[config.mk]
export PLATFORM = sky130hd
export DESIGN_NAME = mmio_uart_tx_flat
export DESIGN_NICKNAME = d
export VERILOG_FILES = /design/src/rtl/mmio_uart_tx_pkg.sv /design/src/rtl/mmio_uart_tx_if.sv /design/src/rtl/mmio_uart_tx_sync_fifo.sv /design/src/rtl/mmio_uart_tx.sv /design/src/flat_wrapper.sv
export SDC_FILE = /design/constraint.sdc
export NUM_CORES = 1
export LEC_CHECK = 0
export BUFFER_PORTS_ARGS = -buffer_cell sky130_fd_sc_hd__buf_4
export CORE_ASPECT_RATIO = 0.6
export CORE_UTILIZATION = 51
export DETAILED_ROUTE_END_ITERATION = 8
export GPL_ROUTABILITY_DRIVEN = 0
export PLACE_DENSITY = 0.83
export SLEW_MARGIN = 20
export SYNTH_ARGS = -nofsm -noshare
export SYNTH_HDL_FRONTEND = slang
export SYNTH_HIERARCHICAL = 1
export SYNTH_SLANG_ARGS = --single-unit
[constraint.sdc]
create_clock -name clock -period 3 [get_ports clock]
set_input_delay 0.6 -clock clock [delete_from_list [all_inputs] [get_ports clock]]
set_output_delay 0.6 -clock clock [all_outputs]
set_load 0.02 [all_outputs]
[src/rtl/mmio_uart_tx_pkg.sv]
// rtl/mmio_uart_tx_pkg.sv - shared types and constants for the memory-mapped UART transmitter
package mmio_uart_tx_pkg;

   typedef enum logic [2:0] {
      IDLE   = 3'd0,
      START  = 3'd1,
      DATA   = 3'd2,
      PARITY = 3'd3,
      STOP   = 3'd4
   } uart_state_t;

   localparam int status_busy  = 0;
   localparam int status_empty = 1;
   localparam int status_full  = 2;
   localparam int status_ovf   = 3;
   localparam int status_par   = 4;

   localparam logic [31:0] DEFAULT_TX_ADDR     = 32'hFFFF_0000;
   localparam logic [31:0] DEFAULT_STATUS_ADDR = 32'hFFFF_0004;

endpackage

[src/rtl/mmio_uart_tx_if.sv]
// rtl/mmio_uart_tx_if.sv - data-stage snoop bus and serial outputs of the UART transmitter
interface mmio_uart_tx_if;
   logic        is_data_stage;
   logic        store_en;
   logic        load_en;
   logic [31:0] long_addr;
   logic [31:0] write_value;
   logic        hit;
   logic [31:0] read_value;
   logic        tx;
   logic        busy;

   modport master (
      output is_data_stage, store_en, load_en, long_addr, write_value,
      input  hit, read_value, tx, busy
   );

   modport slave (
      input  is_data_stage, store_en, load_en, long_addr, write_value,
      output hit, read_value, tx, busy
   );
endinterface

[src/rtl/mmio_uart_tx_sync_fifo.sv]
// rtl/mmio_uart_tx_sync_fifo.sv - single-clock FIFO holding bytes waiting for the serializer
module sync_fifo #(
   parameter int  WIDTH = 8,
   parameter int  DEPTH = 4,
   localparam int AW    = $clog2(DEPTH)
) (
   input  logic             clk,
   input  logic             rst,
   input  logic             push_i,
   input  logic [WIDTH-1:0] wdata_i,
   input  logic             pop_i,
   output logic [WIDTH-1:0] rdata_o,
   output logic             full_o,
   output logic             empty_o,
   output logic [AW:0]      count_o
);
   logic [WIDTH-1:0] mem_q [DEPTH];
   logic [AW-1:0]    rd_ptr_q, wr_ptr_q;
   logic [AW:0]      count_q;
   logic             do_push, do_pop;

   assign full_o  = (count_q == (AW+1)'(DEPTH));
   assign empty_o = (count_q == '0);
   assign count_o = count_q;
   assign rdata_o = mem_q[rd_ptr_q];

   // A pop on the same edge frees a slot, so a push into a full FIFO still lands.
   assign do_pop  = pop_i & ~empty_o;
   assign do_push = push_i & (~full_o | do_pop);

   always_ff @(posedge clk or posedge rst) begin
      if (rst) begin
         rd_ptr_q <= '0;
         wr_ptr_q <= '0;
         count_q  <= '0;
      end else begin
         if (do_push) wr_ptr_q <= wr_ptr_q + 1'b1;
         if (do_pop)  rd_ptr_q <= rd_ptr_q + 1'b1;
         case ({do_push, do_pop})
            2'b10:   count_q <= count_q + 1'b1;
            2'b01:   count_q <= count_q - 1'b1;
            default: count_q <= count_q;
         endcase
      end
   end

   always_ff @(posedge clk) begin
      if (do_push) mem_q[wr_ptr_q] <= wdata_i;
   end
endmodule

[src/rtl/mmio_uart_tx.sv]
// rtl/mmio_uart_tx.sv - memory-mapped UART transmitter with status register; UART_PARITY_EN adds an even-parity bit
module mmio_uart_tx
   import mmio_uart_tx_pkg::*;
#(
   parameter logic [31:0] TX_ADDR     = DEFAULT_TX_ADDR,
   parameter logic [31:0] STATUS_ADDR = DEFAULT_STATUS_ADDR,
   parameter int          FIFO_DEPTH  = 4,
   parameter int          BAUD_DIV    = 16
) (
   input  logic          clock,
   input  logic          reset,
   mmio_uart_tx_if.slave bus
);
   localparam logic [2:0] S_IDLE   = 3'(IDLE);
   localparam logic [2:0] S_START  = 3'(START);
   localparam logic [2:0] S_DATA   = 3'(DATA);
   localparam logic [2:0] S_PARITY = 3'(PARITY);
   localparam logic [2:0] S_STOP   = 3'(STOP);

   localparam int            BW        = $clog2(BAUD_DIV);
   localparam int            CW        = $clog2(FIFO_DEPTH) + 1;
   localparam logic [BW-1:0] BAUD_LAST = BW'(BAUD_DIV - 1);

`ifdef UART_PARITY_EN
   localparam logic PAR_FLAG = 1'b1;
   logic par_q, par_d;
`else
   localparam logic PAR_FLAG = 1'b0;
`endif

   logic          acc, push_req, status_rd, drop;
   logic          fifo_pop, fifo_full, fifo_empty;
   logic [7:0]    fifo_rdata;
   logic [CW-1:0] fifo_count;
   logic          unused_bits;

   logic [2:0]    state_q, state_d;
   logic [BW-1:0] baud_q, baud_d;
   logic [2:0]    bit_q, bit_d;
   logic [7:0]    shift_q, shift_d;
   logic          tx_q, tx_d;
   logic          overflow_q, overflow_d;
   logic          hit_q, hit_d;
   logic [31:0]   read_q, read_d;
   logic          busy, baud_last;
   logic [31:0]   status_word;

   assign acc       = bus.is_data_stage & (bus.store_en | bus.load_en);
   assign push_req  = acc & bus.store_en & (bus.long_addr == TX_ADDR);
   assign status_rd = acc & bus.load_en & (bus.long_addr == STATUS_ADDR);
   assign drop      = push_req & fifo_full & ~fifo_pop;
   assign busy      = (state_q != S_IDLE) | ~fifo_empty;
   assign baud_last = (baud_q == BAUD_LAST);

   assign unused_bits = ^{bus.write_value[31:8], fifo_count};

   sync_fifo #(.WIDTH(8), .DEPTH(FIFO_DEPTH)) u_fifo (
      .clk     (clock),
      .rst     (reset),
      .push_i  (push_req),
      .wdata_i (bus.write_value[7:0]),
      .pop_i   (fifo_pop),
      .rdata_o (fifo_rdata),
      .full_o  (fifo_full),
      .empty_o (fifo_empty),
      .count_o (fifo_count)
   );

   always_comb begin
      status_word               = '0;
      status_word[status_busy]  = busy;
      status_word[status_empty] = fifo_empty;
      status_word[status_full]  = fifo_full;
      status_word[status_ovf]   = overflow_q;
      status_word[status_par]   = PAR_FLAG;
   end

   // A dropped push wins over the clear-on-read so no overflow is lost.
   assign overflow_d = drop ? 1'b1 : (status_rd ? 1'b0 : overflow_q);
   assign hit_d      = acc ? status_rd : hit_q;
   assign read_d     = status_rd ? status_word : read_q;

   always_comb begin
      state_d  = state_q;
      baud_d   = baud_q;
      bit_d    = bit_q;
      shift_d  = shift_q;
      tx_d     = tx_q;
      fifo_pop = 1'b0;
`ifdef UART_PARITY_EN
      par_d    = par_q;
`endif
      case (state_q)
         S_IDLE: begin
            tx_d = 1'b1;
            if (!fifo_empty) fifo_pop = 1'b1;
         end
         S_START: begin
            if (baud_last) begin
               state_d = S_DATA;
               bit_d   = 3'd0;
               baud_d  = '0;
               tx_d    = shift_q[0];
            end else begin
               baud_d = baud_q + 1'b1;
            end
         end
         S_DATA: begin
            if (baud_last) begin
               baud_d = '0;
               if (bit_q == 3'd7) begin
`ifdef UART_PARITY_EN
                  state_d = S_PARITY;
                  tx_d    = par_q;
`else
                  state_d = S_STOP;
                  tx_d    = 1'b1;
`endif
               end else begin
                  bit_d   = bit_q + 1'b1;
                  shift_d = {1'b0, shift_q[7:1]};
                  tx_d    = shift_q[1];
               end
            end else begin
               baud_d = baud_q + 1'b1;
            end
         end
`ifdef UART_PARITY_EN
         S_PARITY: begin
            if (baud_last) begin
               state_d = S_STOP;
               baud_d  = '0;
               tx_d    = 1'b1;
            end else begin
               baud_d = baud_q + 1'b1;
            end
         end
`endif
         S_STOP: begin
            if (baud_last) begin
               if (!fifo_empty) begin
                  fifo_pop = 1'b1;
               end else begin
                  state_d = S_IDLE;
                  tx_d    = 1'b1;
               end
            end else begin
               baud_d = baud_q + 1'b1;
            end
         end
         default: begin
            state_d = S_IDLE;
            tx_d    = 1'b1;
         end
      endcase

      // Frame start is shared by IDLE and the back-to-back path out of STOP.
      if (fifo_pop) begin
         state_d = S_START;
         shift_d = fifo_rdata;
         baud_d  = '0;
         tx_d    = 1'b0;
`ifdef UART_PARITY_EN
         par_d   = ^fifo_rdata;
`endif
      end
   end

   always_ff @(posedge clock or posedge reset) begin
      if (reset) begin
         state_q    <= S_IDLE;
         baud_q     <= '0;
         bit_q      <= '0;
         shift_q    <= '0;
         tx_q       <= 1'b1;
         overflow_q <= 1'b0;
         hit_q      <= 1'b0;
         read_q     <= '0;
`ifdef UART_PARITY_EN
         par_q      <= 1'b0;
`endif
      end else begin
         state_q    <= state_d;
         baud_q     <= baud_d;
         bit_q      <= bit_d;
         shift_q    <= shift_d;
         tx_q       <= tx_d;
         overflow_q <= overflow_d;
         hit_q      <= hit_d;
         read_q     <= read_d;
`ifdef UART_PARITY_EN
         par_q      <= par_d;
`endif
      end
   end

   assign bus.hit        = hit_q;
   assign bus.read_value = read_q;
   assign bus.tx         = tx_q;
   assign bus.busy       = busy;
endmodule

[src/flat_wrapper.sv]
// flat-port wrapper written by rule: the top's interface ports become plain ports
module mmio_uart_tx_flat import mmio_uart_tx_pkg::*;
#(
   parameter logic [31:0] TX_ADDR     = DEFAULT_TX_ADDR,
   parameter logic [31:0] STATUS_ADDR = DEFAULT_STATUS_ADDR,
   parameter int          FIFO_DEPTH  = 4,
   parameter int          BAUD_DIV    = 16
)
  (clock, reset, bus_is_data_stage, bus_store_en, bus_load_en, bus_long_addr, bus_write_value, bus_hit, bus_read_value, bus_tx, bus_busy);
  mmio_uart_tx_if bus_i ();
  input  logic clock;
  input  logic reset;
  input wire logic [$bits(bus_i.is_data_stage)-1:0] bus_is_data_stage;
  input wire logic [$bits(bus_i.store_en)-1:0] bus_store_en;
  input wire logic [$bits(bus_i.load_en)-1:0] bus_load_en;
  input wire logic [$bits(bus_i.long_addr)-1:0] bus_long_addr;
  input wire logic [$bits(bus_i.write_value)-1:0] bus_write_value;
  output wire logic [$bits(bus_i.hit)-1:0] bus_hit;
  output wire logic [$bits(bus_i.read_value)-1:0] bus_read_value;
  output wire logic [$bits(bus_i.tx)-1:0] bus_tx;
  output wire logic [$bits(bus_i.busy)-1:0] bus_busy;
  assign bus_i.is_data_stage = bus_is_data_stage;
  assign bus_i.store_en = bus_store_en;
  assign bus_i.load_en = bus_load_en;
  assign bus_i.long_addr = bus_long_addr;
  assign bus_i.write_value = bus_write_value;
  assign bus_hit = bus_i.hit;
  assign bus_read_value = bus_i.read_value;
  assign bus_tx = bus_i.tx;
  assign bus_busy = bus_i.busy;
  mmio_uart_tx #(.TX_ADDR(TX_ADDR), .STATUS_ADDR(STATUS_ADDR), .FIFO_DEPTH(FIFO_DEPTH), .BAUD_DIV(BAUD_DIV)) u_core (.clock(clock), .reset(reset), .bus(bus_i));
endmodule
==> flow_summary_export.csv <==
group,metric,value,unit
outcome,status,"finished, final reports clean",
power,switching_share,0.2084,
clock_network,cts.sinks,64,
yosys,synth_largest_area_cell,"edfxtp_1",
setup_path,path_max_fanout,7,
timing,fin_skew,0.009474,ns
final_layout,num_antenna_cells,0,
power,combPwrFrac,0.053,
clock_network,htree_levels,3,
yosys,synth_cell_types,57,
clock_network,cts_resized,0,
timing,rsz0062_at_grt,"no",
clock_network,cts_hold_buf,0,
drt,vias,2171,
place,dpl.hpwl,4702,um
clock_network,cts_buffer_depth,2,
setup_path,worstSetupEndpointType,"flop",
global_routing,grt_pass1_wl,10610,um
power,pwr-share-clk,0.411,
timing,fmax,359.2,MHz
power,switchingPower,0.3590,mW
drt,wl_per_cell,15.72,um
yosys,netlist_instances,256,
final_layout,final_util,0.6272,
clock_network,cts-buffers-inserted,9,
final_layout,final_area,3850,um^2
clock_network,tritoncts,"yes",
die,die-area,6748,um^2
yosys,async_flop_share,0.5000,
place,dpl-instance-area,3660,um^2
die,rows,22,
timing,hold_viol_final,0,
yosys,synth_seq_cells,64,
clock_network,cts_root_buf,"clkbuf_8",
global_routing,grt_pass1_vias,2124,
drt,firstDrtPassIters,4,
power,vdd_drop_max,223.7,uV
hold_path,hold_path_class,"in -> async",
setup_path,worstPathArrival,3.04,ns
place,numPortBuffers,51,
setup_path,ff2ff_setup_slack,0.22,ns
yosys,yosys-top-cells-area,"edfxtp_1, dfrtp_1, buf_4",
global_routing,antenna_found_initial,0,
yosys,synth_area,3271,um^2
power,p_int,1.364,mW
yosys,synth_top_cell_area_share,0.2938,
timing,slew_violations,0,
yosys,yosys_most_used_dff,"edfxtp_1",
clock_network,cts_setup_buffers,0,
clock_network,clk_pin_slew,0.07,ns
global_routing,grt_overflow,0,
die,ios,104,
drt,wl,6351,um
die,start_util,0.5328,
yosys,synth.avg_cell_area,12.78,um^2
drt,ant_nets,0,
power,leakagePower,1.661,nW
final_layout,area_growth,17.71,%
global_routing,grt_start_max_net_pins,26,
die,die_y,64.03,um
timing,worst_pin_slew,0.9457,ns
clock_network,insertion_delay,0.34,ns
setup_path,required,3.25,ns
global_routing,grt_use_total,0.2097,
yosys,yosys_warnings,6,
power,powerDensity,447.4,nW/um^2
setup_path,startpoint_type,"flop",
drt,drc,0,
power,pwr-share-seq,0.536,
timing,fin_crit_sh,0.9281,
die,fp.dieW,105.4,um
timing,final-setup-viol-count,0,
timing,fin_tns_setup,0,ns
final_layout,fillers,485,
final_layout,drive_gt1_frac,0.3125,
timing,maxSlewHeadroom,0.3688,
drt,via_per_inst,5.374,
yosys,yosysSeqAreaShare,0.5390,
final_layout,layout.nets,393,
timing,fin_crit,2.784,ns
yosys,synth_edf_count,32,
setup_path,critPathKind,"reg -> reg",
drt,drtIter0Drc,161,
die,core-area,6138,um^2
job,cap_violations,0,
cells in the final DEF (no fill, tap or decap), drive strengths merged, types with 8 or more instances in the layout:
master	synthesis	layout
edfxtp	32	32
mux4	8	8
dfrtp	31	31
o21ai	11	11
conb	1	28
clkbuf	5	12
buf	33	59
nand2	12	12
inv	13	13
nor2	10	10
ha	8	8
Yosys cell counts, types with 2 or more instances:
cell / instances
edfxtp_1: 32
dfrtp_1: 31
buf_4: 29
inv_1: 13
nand2_1: 12
o21ai_0: 11
nor2_1: 10
ha_1: 8
mux4_2: 8
a21o_1: 6
a21oi_1: 6
a22o_1: 5
clkbuf_1: 5
mux2_4: 5
nand4_1: 5
nor3b_1: 5
xnor2_1: 5
and2_2: 4
mux2i_1: 4
nor4_1: 4
nor3_1: 3
xor2_1: 3
a211oi_1: 2
a32oi_1: 2
buf_1: 2
nand2b_1: 2
nand3_1: 2
nor2b_1: 2
nor4b_1: 2
path summary, 6_finish.rpt:
| kind | endpoint | start | cells after the start |
|---|---|---|---|
| worst max-delay path | u_core/u_fifo/count_o[2] | u_core/baud_q[0] | 10 |
| worst min register to register | u_core/bus.hit | u_core/bus.hit | 2 |
| max in group asynchronous | u_core/shift_q[1] | reset | 2 |
| min in group clock | u_core/u_fifo/mem_q[2][6] | bus_write_value[6] | 1 |
| worst min-delay path | u_core/u_fifo/wr_ptr_q[0] | reset | 2 |
| worst max register to register | u_core/u_fifo/count_o[2] | u_core/baud_q[0] | 10 |
critical path, stage by stage, from the launching register on:
cell and delay, ns:
dfrtp_1 0.38, ha_1 0.33, nand3_2 0.15, a2111oi_4 0.50
o31a_2 0.27, ha_1 0.19, inv_1 0.06, fa_1 0.39
xor2_1 0.15, nor2_1 0.13, xor2_1 0.15
cell type report:
cell class	instances	area, um^2	share of cell area
clock buffer	12	145.1	0.03770
clock inverter	4	45.04	0.01170
inverter	13	48.80	0.01267
multi-input combinational	168	1300	0.3377
sequential	64	1763	0.4579
tap	84	105.1	0.02730
timing repair buffer	59	442.9	0.1150
through the flow:
step	hold WS, ns	total power, mW	cells	setup slack, ns
detailed placement	0.4752	1.033	388	0.08034
CTS	0.1915	1.738	404	0.2411
finish	0.1997	1.723	404	0.2158
global placement	0.4615	1.031	388	0.1088
global route	0.2016	1.783	404	0.04108
floorplan	0.4034	1.008	283	0.2454
power groups by stage:
stage	Combinational [mW]	Clock (mW)	Sequential, mW
2_1_floorplan	0.0675	0	0.941
3_3_place_gp	0.0906	0	0.941
3_5_place_dp	0.0922	0	0.941
4_1_cts	0.0924	0.723	0.923
5_1_grt	0.0995	0.762	0.922
6_report	0.0913	0.708	0.923
sequential cells by signal (all words and copies together), names as in the netlist:
register and count:
u_core/baud_q 4, u_core/bit_q 3, u_core/bus.hit 1, u_core/bus.read_value 4, u_core/bus.tx 1, u_core/overflow_q 1, u_core/shift_q 8, u_core/state_q 3
u_core/u_fifo/count_o 3, u_core/u_fifo/mem_q 32, u_core/u_fifo/rd_ptr_q 2, u_core/u_fifo/wr_ptr_q 2
logic make-up after synthesis:
family,after synthesis,synth area share
flip-flops,64,0.5390
AND/OR/NAND/NOR,60,0.1094
buffers and inverters,51,0.09449
AO/OA/AOI/OAI,45,0.1041
multiplexers,18,0.09372
adder cells (fa/ha/maj),9,0.03673
XOR/XNOR,8,0.02142
other,1,0.001147
metal layers:
layer	global-route usage	wire [um]	up-vias
met3	0.07143	491	8
met5	0	0	-
li1	-	-	1006
met4	0.05810	65	0
met2	0.3339	2916	93
met1	0.2754	2877	1064
(Power assumes the default switching activity.)
